$ cat config.mk
export PLATFORM = sky130hd
export DESIGN_NAME = issue_queue
export DESIGN_NICKNAME = d
export VERILOG_FILES = /design/src/rtl/issue_queue.sv
export SDC_FILE = /design/constraint.sdc
export NUM_CORES = 2
export LEC_CHECK = 0
export BUFFER_PORTS_ARGS = -buffer_cell sky130_fd_sc_hd__buf_2
export CORE_ASPECT_RATIO = 0.6
export CORE_MARGIN = 1.5
export CORE_UTILIZATION = 35
export CTS_CLUSTER_SIZE = 20
export DETAILED_ROUTE_END_ITERATION = 8
export PLACE_DENSITY_LB_ADDON = 0.15
export RECOVER_POWER = 25
export SETUP_SLACK_MARGIN = 0.5
export SLEW_MARGIN = 20
export SYNTH_ARGS = -nofsm -noshare
export SYNTH_HDL_FRONTEND = slang
export SYNTH_SLANG_ARGS = --single-unit
$ cat constraint.sdc
create_clock -name clk -period 13.7 [get_ports clk]
set_clock_uncertainty 0.1 [all_clocks]
set_input_delay 0.685 -clock clk [delete_from_list [all_inputs] [get_ports clk]]
set_output_delay 0.685 -clock clk [all_outputs]
set_load 0.01 [all_outputs]
$ cat src/rtl/issue_queue.sv
// Out-of-order issue queue: holds dispatched micro-ops, captures operands from
// several CDB ports and issues the oldest fully-ready entry each cycle.
module issue_queue #(
   parameter int unsigned DEPTH     = 8,
   parameter int unsigned CDB_PORTS = 2,
   parameter int unsigned ROB_W     = 4,
   parameter int unsigned DATA_W    = 32,
   parameter int unsigned OP_W      = 16
) (
   input  logic                           clk,
   input  logic                           rst,
   input  logic                           flush,
   input  logic                           dis_valid,
   output logic                           dis_ready,
   input  logic [OP_W-1:0]                dis_op,
   input  logic [ROB_W-1:0]               dis_dest,
   input  logic [1:0]                     dis_src_rdy,
   input  logic [2*ROB_W-1:0]             dis_src_tag,
   input  logic [2*DATA_W-1:0]            dis_src_val,
   input  logic [CDB_PORTS-1:0]           cdb_valid,
   input  logic [CDB_PORTS*ROB_W-1:0]     cdb_tag,
   input  logic [CDB_PORTS*DATA_W-1:0]    cdb_data,
   output logic                           iss_valid,
   input  logic                           iss_ready,
   output logic [OP_W-1:0]                iss_op,
   output logic [ROB_W-1:0]               iss_dest,
   output logic [DATA_W-1:0]              iss_src1,
   output logic [DATA_W-1:0]              iss_src2,
   output logic [$clog2(DEPTH+1)-1:0]     count
);

   localparam int unsigned CNT_W  = $clog2(DEPTH + 1);
   localparam int unsigned RANK_W = $clog2(DEPTH);
   localparam int unsigned IDX_W  = $clog2(DEPTH);

   // Per-entry state; rank 0 is the oldest valid entry, ranks are dense.
   logic [DEPTH-1:0]   vld_q, vld_d;
   logic [RANK_W-1:0]  rank_q [DEPTH];
   logic [RANK_W-1:0]  rank_d [DEPTH];
   logic [OP_W-1:0]    op_q   [DEPTH];
   logic [OP_W-1:0]    op_d   [DEPTH];
   logic [ROB_W-1:0]   dest_q [DEPTH];
   logic [ROB_W-1:0]   dest_d [DEPTH];
   logic [1:0]         rdy_q  [DEPTH];
   logic [1:0]         rdy_d  [DEPTH];
   logic [ROB_W-1:0]   tag_q  [DEPTH][2];
   logic [ROB_W-1:0]   tag_d  [DEPTH][2];
   logic [DATA_W-1:0]  val_q  [DEPTH][2];
   logic [DATA_W-1:0]  val_d  [DEPTH][2];
   logic [CNT_W-1:0]   count_q, count_d;

   logic               sel_found;
   logic [IDX_W-1:0]   sel_idx;
   logic [RANK_W-1:0]  sel_rank;
   logic               free_found;
   logic [IDX_W-1:0]   free_idx;
   logic               dis_fire;
   logic               iss_fire;
   logic               hit;
   logic [DATA_W-1:0]  wk_data;
   logic [ROB_W-1:0]   src_tag;

   // Lowest-index CDB port carrying the given tag wins.
   function automatic logic cdb_match(input logic [ROB_W-1:0] tag,
                                      output logic [DATA_W-1:0] data);
      logic m;
      m    = 1'b0;
      data = '0;
      for (int p = 0; p < CDB_PORTS; p++) begin
         if (!m && cdb_valid[p] && (cdb_tag[p*ROB_W +: ROB_W] == tag)) begin
            m    = 1'b1;
            data = cdb_data[p*DATA_W +: DATA_W];
         end
      end
      return m;
   endfunction

   // Oldest ready entry by rank, and lowest free slot by index.
   always_comb begin
      sel_found  = 1'b0;
      sel_idx    = '0;
      sel_rank   = '0;
      free_found = 1'b0;
      free_idx   = '0;
      for (int i = 0; i < DEPTH; i++) begin
         if (vld_q[i] && (&rdy_q[i]) && (!sel_found || (rank_q[i] < sel_rank))) begin
            sel_found = 1'b1;
            sel_idx   = IDX_W'(i);
            sel_rank  = rank_q[i];
         end
         if (!vld_q[i] && !free_found) begin
            free_found = 1'b1;
            free_idx   = IDX_W'(i);
         end
      end
   end

   assign count     = count_q;
   assign dis_ready = (count_q < CNT_W'(DEPTH));
   assign iss_valid = sel_found && !flush;
   assign iss_fire  = iss_valid && iss_ready;
   assign dis_fire  = dis_valid && dis_ready && !flush;
   assign iss_op    = iss_valid ? op_q[sel_idx]      : '0;
   assign iss_dest  = iss_valid ? dest_q[sel_idx]    : '0;
   assign iss_src1  = iss_valid ? val_q[sel_idx][0]  : '0;
   assign iss_src2  = iss_valid ? val_q[sel_idx][1]  : '0;

   // Next state: wakeup, then issue removal, then dispatch, with flush overriding.
   always_comb begin
      vld_d   = vld_q;
      rank_d  = rank_q;
      op_d    = op_q;
      dest_d  = dest_q;
      rdy_d   = rdy_q;
      tag_d   = tag_q;
      val_d   = val_q;
      count_d = count_q + CNT_W'(dis_fire) - CNT_W'(iss_fire);
      hit     = 1'b0;
      wk_data = '0;
      src_tag = '0;

      for (int i = 0; i < DEPTH; i++) begin
         for (int s = 0; s < 2; s++) begin
            hit = cdb_match(tag_q[i][s], wk_data);
            if (vld_q[i] && !rdy_q[i][s] && hit) begin
               rdy_d[i][s] = 1'b1;
               val_d[i][s] = wk_data;
            end
         end
      end

      if (iss_fire) begin
         vld_d[sel_idx] = 1'b0;
         for (int i = 0; i < DEPTH; i++) begin
            if (vld_q[i] && (rank_q[i] > sel_rank)) begin
               rank_d[i] = rank_q[i] - RANK_W'(1);
            end
         end
      end

      if (dis_fire) begin
         vld_d[free_idx]  = 1'b1;
         rank_d[free_idx] = RANK_W'(count_q - CNT_W'(iss_fire));
         op_d[free_idx]   = dis_op;
         dest_d[free_idx] = dis_dest;
         for (int s = 0; s < 2; s++) begin
            src_tag               = dis_src_tag[s*ROB_W +: ROB_W];
            tag_d[free_idx][s]    = src_tag;
            rdy_d[free_idx][s]    = dis_src_rdy[s];
            val_d[free_idx][s]    = dis_src_val[s*DATA_W +: DATA_W];
            hit = cdb_match(src_tag, wk_data);
            if (!dis_src_rdy[s] && hit) begin
               rdy_d[free_idx][s] = 1'b1;
               val_d[free_idx][s] = wk_data;
            end
         end
      end

      if (flush) begin
         vld_d   = '0;
         count_d = '0;
         for (int i = 0; i < DEPTH; i++) rank_d[i] = '0;
      end
   end

   always_ff @(posedge clk or negedge rst) begin
      if (!rst) begin
         vld_q   <= '0;
         count_q <= '0;
         for (int i = 0; i < DEPTH; i++) begin
            rank_q[i] <= '0;
            op_q[i]   <= '0;
            dest_q[i] <= '0;
            rdy_q[i]  <= '0;
            for (int s = 0; s < 2; s++) begin
               tag_q[i][s] <= '0;
               val_q[i][s] <= '0;
            end
         end
      end else begin
         vld_q   <= vld_d;
         count_q <= count_d;
         rank_q  <= rank_d;
         op_q    <= op_d;
         dest_q  <= dest_d;
         rdy_q   <= rdy_d;
         tag_q   <= tag_d;
         val_q   <= val_d;
      end
   end

endmodule

==> impl_metrics.json <==
{
  "initial_drc_count": 6408,
  "synth_flop_cell": "sky130_fd_sc_hd__dfrtp_1",
  "run_status": "finished, violations left",
  "dr_total_vias": 48000,
  "finish.net_count": 5704,
  "cts_buffer_depth": 3,
  "family_with_the_most_delay_on_the_worst_path": "compound AO/OA/AOI/OAI gates",
  "cell_taking_the_most_area_after_synthesis": "sky130_fd_sc_hd__dfrtp_1",
  "slew-limit-headroom_pct": -299,
  "final-instance-count-excl-fill": 7391,
  "floorplan.initialDensity_pct": 35.3,
  "endpoint_kind": "output port",
  "most-common-layout-cells": "sky130_fd_sc_hd__nand2_1 (1238), sky130_fd_sc_hd__dfrtp_1 (788), sky130_fd_sc_hd__o21ai_0 (538)",
  "rows": 105,
  "cts_root_buf": "sky130_fd_sc_hd__clkbuf_16",
  "die_h_microns": 290,
  "netlist_area_before_placement_sq_um": 48200,
  "count_of_cell_types_in_the_netlist": 81,
  "cts_tree": "yes",
  "antenna_violations_before_repair": 33,
  "leakage_nw": 21.5,
  "critical-path-max-stage-delay_ns": 0.54,
  "crit_path_start_kind": "flip-flop",
  "gate_count_after_technology_mapping": 5669,
  "final_layout_size_suffix_gt1_share_pct": 14.6,
  "synth_sequential_area_ratio_pct": 40.9,
  "max_slew.worst_pin.slew_ns": 5.99,
  "place_inst": 7192,
  "cp_data_required_time_ns": 12.91,
  "groute.usage.overall_pct": 33.0,
  "clock-sinks": 788,
  "cp_common_cell": "sky130_fd_sc_hd__ha_1",
  "cts.clk_slew.worst_paths_ns": 0.08,
  "tritoncts.num_buffers": 87,
  "first_global_vias": 45300,
  "violations": "capacitance limit, slew limit",
  "drt-wirelength-per-cell_microns": 32.2,
  "cp_num_buf_inv": 8,
  "synthToLayoutAreaGrowth_pct": 12.5,
  "place_hpwl_microns": 128000,
  "gp_congestion": 0.881,
  "global_route_wire_length_before_repair_microns": 341000,
  "drc": 0,
  "postSynth.asyncResetShare_pct": 100,
  "synthesis.nets": 5885,
  "synth.top_cells.by_area": "sky130_fd_sc_hd__dfrtp_1 (41%), sky130_fd_sc_hd__nand2_1 (9.7%), sky130_fd_sc_hd__o211ai_1 (8.0%)",
  "ys.warnings.count": 0,
  "mostFrequentLayoutCell": "sky130_fd_sc_hd__nand2_1",
  "clock_latency_ns": 0.73,
  "fmax_mhz": 79.1,
  "synth_edf_count": 0,
  "unrepaired_setup_endpoints_after_global_routing": "false",
  "hold_violations": 0,
  "ant_nets": 0,
  "period_needed_ns": 12.65,
  "cp.arrival_ns": 11.86,
  "hold-worst-slack_ns": 0.152,
  "slew_violations": 378,
  "layout_worst_path_cycle_share_pct": 92.3,
  "timing.hold.worst.class": "input port to flip-flop",
  "synthesized_flop_and_latch_total": 788,
  "totalNegativeSetupSlack_ns": 0,
  "top_level_ports": 263,
  "die_area_sq_um": 140000,
  "design.core.area_sq_um": 137000,
  "globalRoute.totalOverflow": 0,
  "ir_worst_vdd_mv": 0.0880,
  "drv.max_cap_violation_count": 4,
  "setup.worst_path.class": "flip-flop to output port",
  "post_drt_via_cell_ratio": 6.50,
  "slowest_stage_cell_crit_path": "sky130_fd_sc_hd__or4_1",
  "totalWireLength_microns": 238000,
  "pin_count_of_the_biggest_net_entering_global_routing": 169,
  "place.port_buffers": 262,
  "synth_largest_type_area_fraction_pct": 40.9,
  "floorplan.die.width_microns": 482,
  "htree_levels": 3,
  "finalSetupViolations": 0,
  "crit_path_max_fanout": 67,
  "power_density_cells_nw_per_um2": 131,
  "dr.pass1.iters": 6,
  "post_synth.cell_area_avg_sq_um": 8.50
}
-- final timing paths --
check | start | to | slack (ns) | cells after the start
hold reg to reg | dest_q[4]$_DFFE_PN0P_ | dest_q[4]$_DFFE_PN0P_ | 0.37 | 2
max in group asynchronous | rst | val_q[35]$_DFF_PN0_ | 4.30 | 3
setup reg to reg | vld_q[0]$_DFF_PN0_ | rank_q[14]$_DFF_PN0_ | 1.30 | 51
setup / recovery | vld_q[0]$_DFF_PN0_ | iss_src2[1] | 1.05 | 51
hold / removal | dis_dest[2] | dest_q[14]$_DFFE_PN0P_ | 0.15 | 3
min in group asynchronous | rst | val_q[410]$_DFF_PN0_ | 2.58 | 2
-- per-layer routing --
metal,routed length [microns],GRT usage [%]
met1,105000,48.2
met2,96600,45.7
met3,27700,9.99
met4,8340,11.2
met5,69,0.0684
-- metrics by stage --
stage / area (sq um) / util, % / setup slack (ns) / power (mW)
after floorplan: 48200 / - / 1.93 / 3.93
after CTS: 54100 / 39.6 / 0.531 / 7.09
final: 54200 / 39.7 / 1.05 / 7.11
after detailed placement: 50600 / 37.1 / 0.621 / 4.49
after global routing: 54200 / 39.6 / 0.527 / 7.38
after global placement: 50600 / 37.1 / 0.758 / 4.47
-- synthesized netlist by cell type, types with 4 or more instances --
cell type and n:
sky130_fd_sc_hd__a21o_1 8, sky130_fd_sc_hd__inv_1 40, sky130_fd_sc_hd__o211a_1 7, sky130_fd_sc_hd__a31oi_1 5, sky130_fd_sc_hd__o221ai_1 40, sky130_fd_sc_hd__xor2_1 116
sky130_fd_sc_hd__buf_2 41, sky130_fd_sc_hd__o22a_1 65, sky130_fd_sc_hd__nand2_1 1243, sky130_fd_sc_hd__nor2b_1 18, sky130_fd_sc_hd__nand3_1 64, sky130_fd_sc_hd__a21oi_1 116
sky130_fd_sc_hd__nand4_1 10, sky130_fd_sc_hd__and3_1 9, sky130_fd_sc_hd__buf_6 9, sky130_fd_sc_hd__o21ai_0 539, sky130_fd_sc_hd__a32oi_1 52, sky130_fd_sc_hd__nor4_1 35
sky130_fd_sc_hd__a311o_1 4, sky130_fd_sc_hd__o311a_1 5, sky130_fd_sc_hd__dfrtp_1 788, sky130_fd_sc_hd__and2_1 5, sky130_fd_sc_hd__buf_4 9, sky130_fd_sc_hd__xnor2_1 44
sky130_fd_sc_hd__buf_1 56, sky130_fd_sc_hd__and4_1 46, sky130_fd_sc_hd__o21a_1 8, sky130_fd_sc_hd__mux2i_1 60, sky130_fd_sc_hd__a22oi_1 514, sky130_fd_sc_hd__o22ai_1 105
sky130_fd_sc_hd__nor3_1 23, sky130_fd_sc_hd__nor3b_1 5, sky130_fd_sc_hd__or3_1 6, sky130_fd_sc_hd__nand2b_1 5, sky130_fd_sc_hd__o31ai_1 8, sky130_fd_sc_hd__mux2_2 165
sky130_fd_sc_hd__clkbuf_1 551, sky130_fd_sc_hd__mux2_1 36, sky130_fd_sc_hd__a211oi_1 13, sky130_fd_sc_hd__o211ai_1 515, sky130_fd_sc_hd__nor2_1 187, sky130_fd_sc_hd__ha_1 42
-- power by group --
| group | internal [mW] | switching [mW] | leakage [nW] |
|---|---|---|---|
| Sequential | 2.73 | 0.255 | 10.6 |
| Clock | 1.44 | 1.15 | 1.46 |
| Combinational | 0.621 | 0.916 | 9.41 |
-- sequential cells by signal, summed over array words and instances, names as in the netlist --
signal / flops
val_q: 512
tag_q: 64
rank_q: 24
dest_q: 32
rdy_q: 16
op_q: 128
vld_q: 8
count: 4
-- logic make-up after synthesis --
group	count (synthesis)	synth area share [%]
fa+ha+maj	43	1.13
simple gates	1665	14.3
compound gates	2046	29.0
mux	261	5.95
buf+inv	706	5.82
flops	788	40.9
xor+xnor	160	2.91
-- tightest hold or removal path: cells and delay by family --
kind	cells	cell delay [ns]
buffers and inverters	1	0.15
and+or+nand+nor	2	0.11
-- what timing repair did --
| item | CTS | global route |
|---|---|---|
| cloned | 7 | 0 |
| setup endpoints to repair | 84 | 108 |
| pin swaps | 9 | 1 |
| hold buffers | 1 | 0 |
| resized for setup | 26 | 20 |
| buffers inserted | 16 | 1 |
| hold endpoints to repair | 90 | 0 |
-- cell type report --
cell class | instances | area, sq um
fillers | 13700 | 82400
multi-input cells | 4178 | 26300
flip-flops and latches | 788 | 19700
repair buffers | 393 | 2660
clock buffers | 123 | 2490
well taps | 1819 | 2280
clock inverters | 37 | 524
inverters | 40 | 150
diodes | 13 | 32.5
Power figures use the tool's default switching activity.
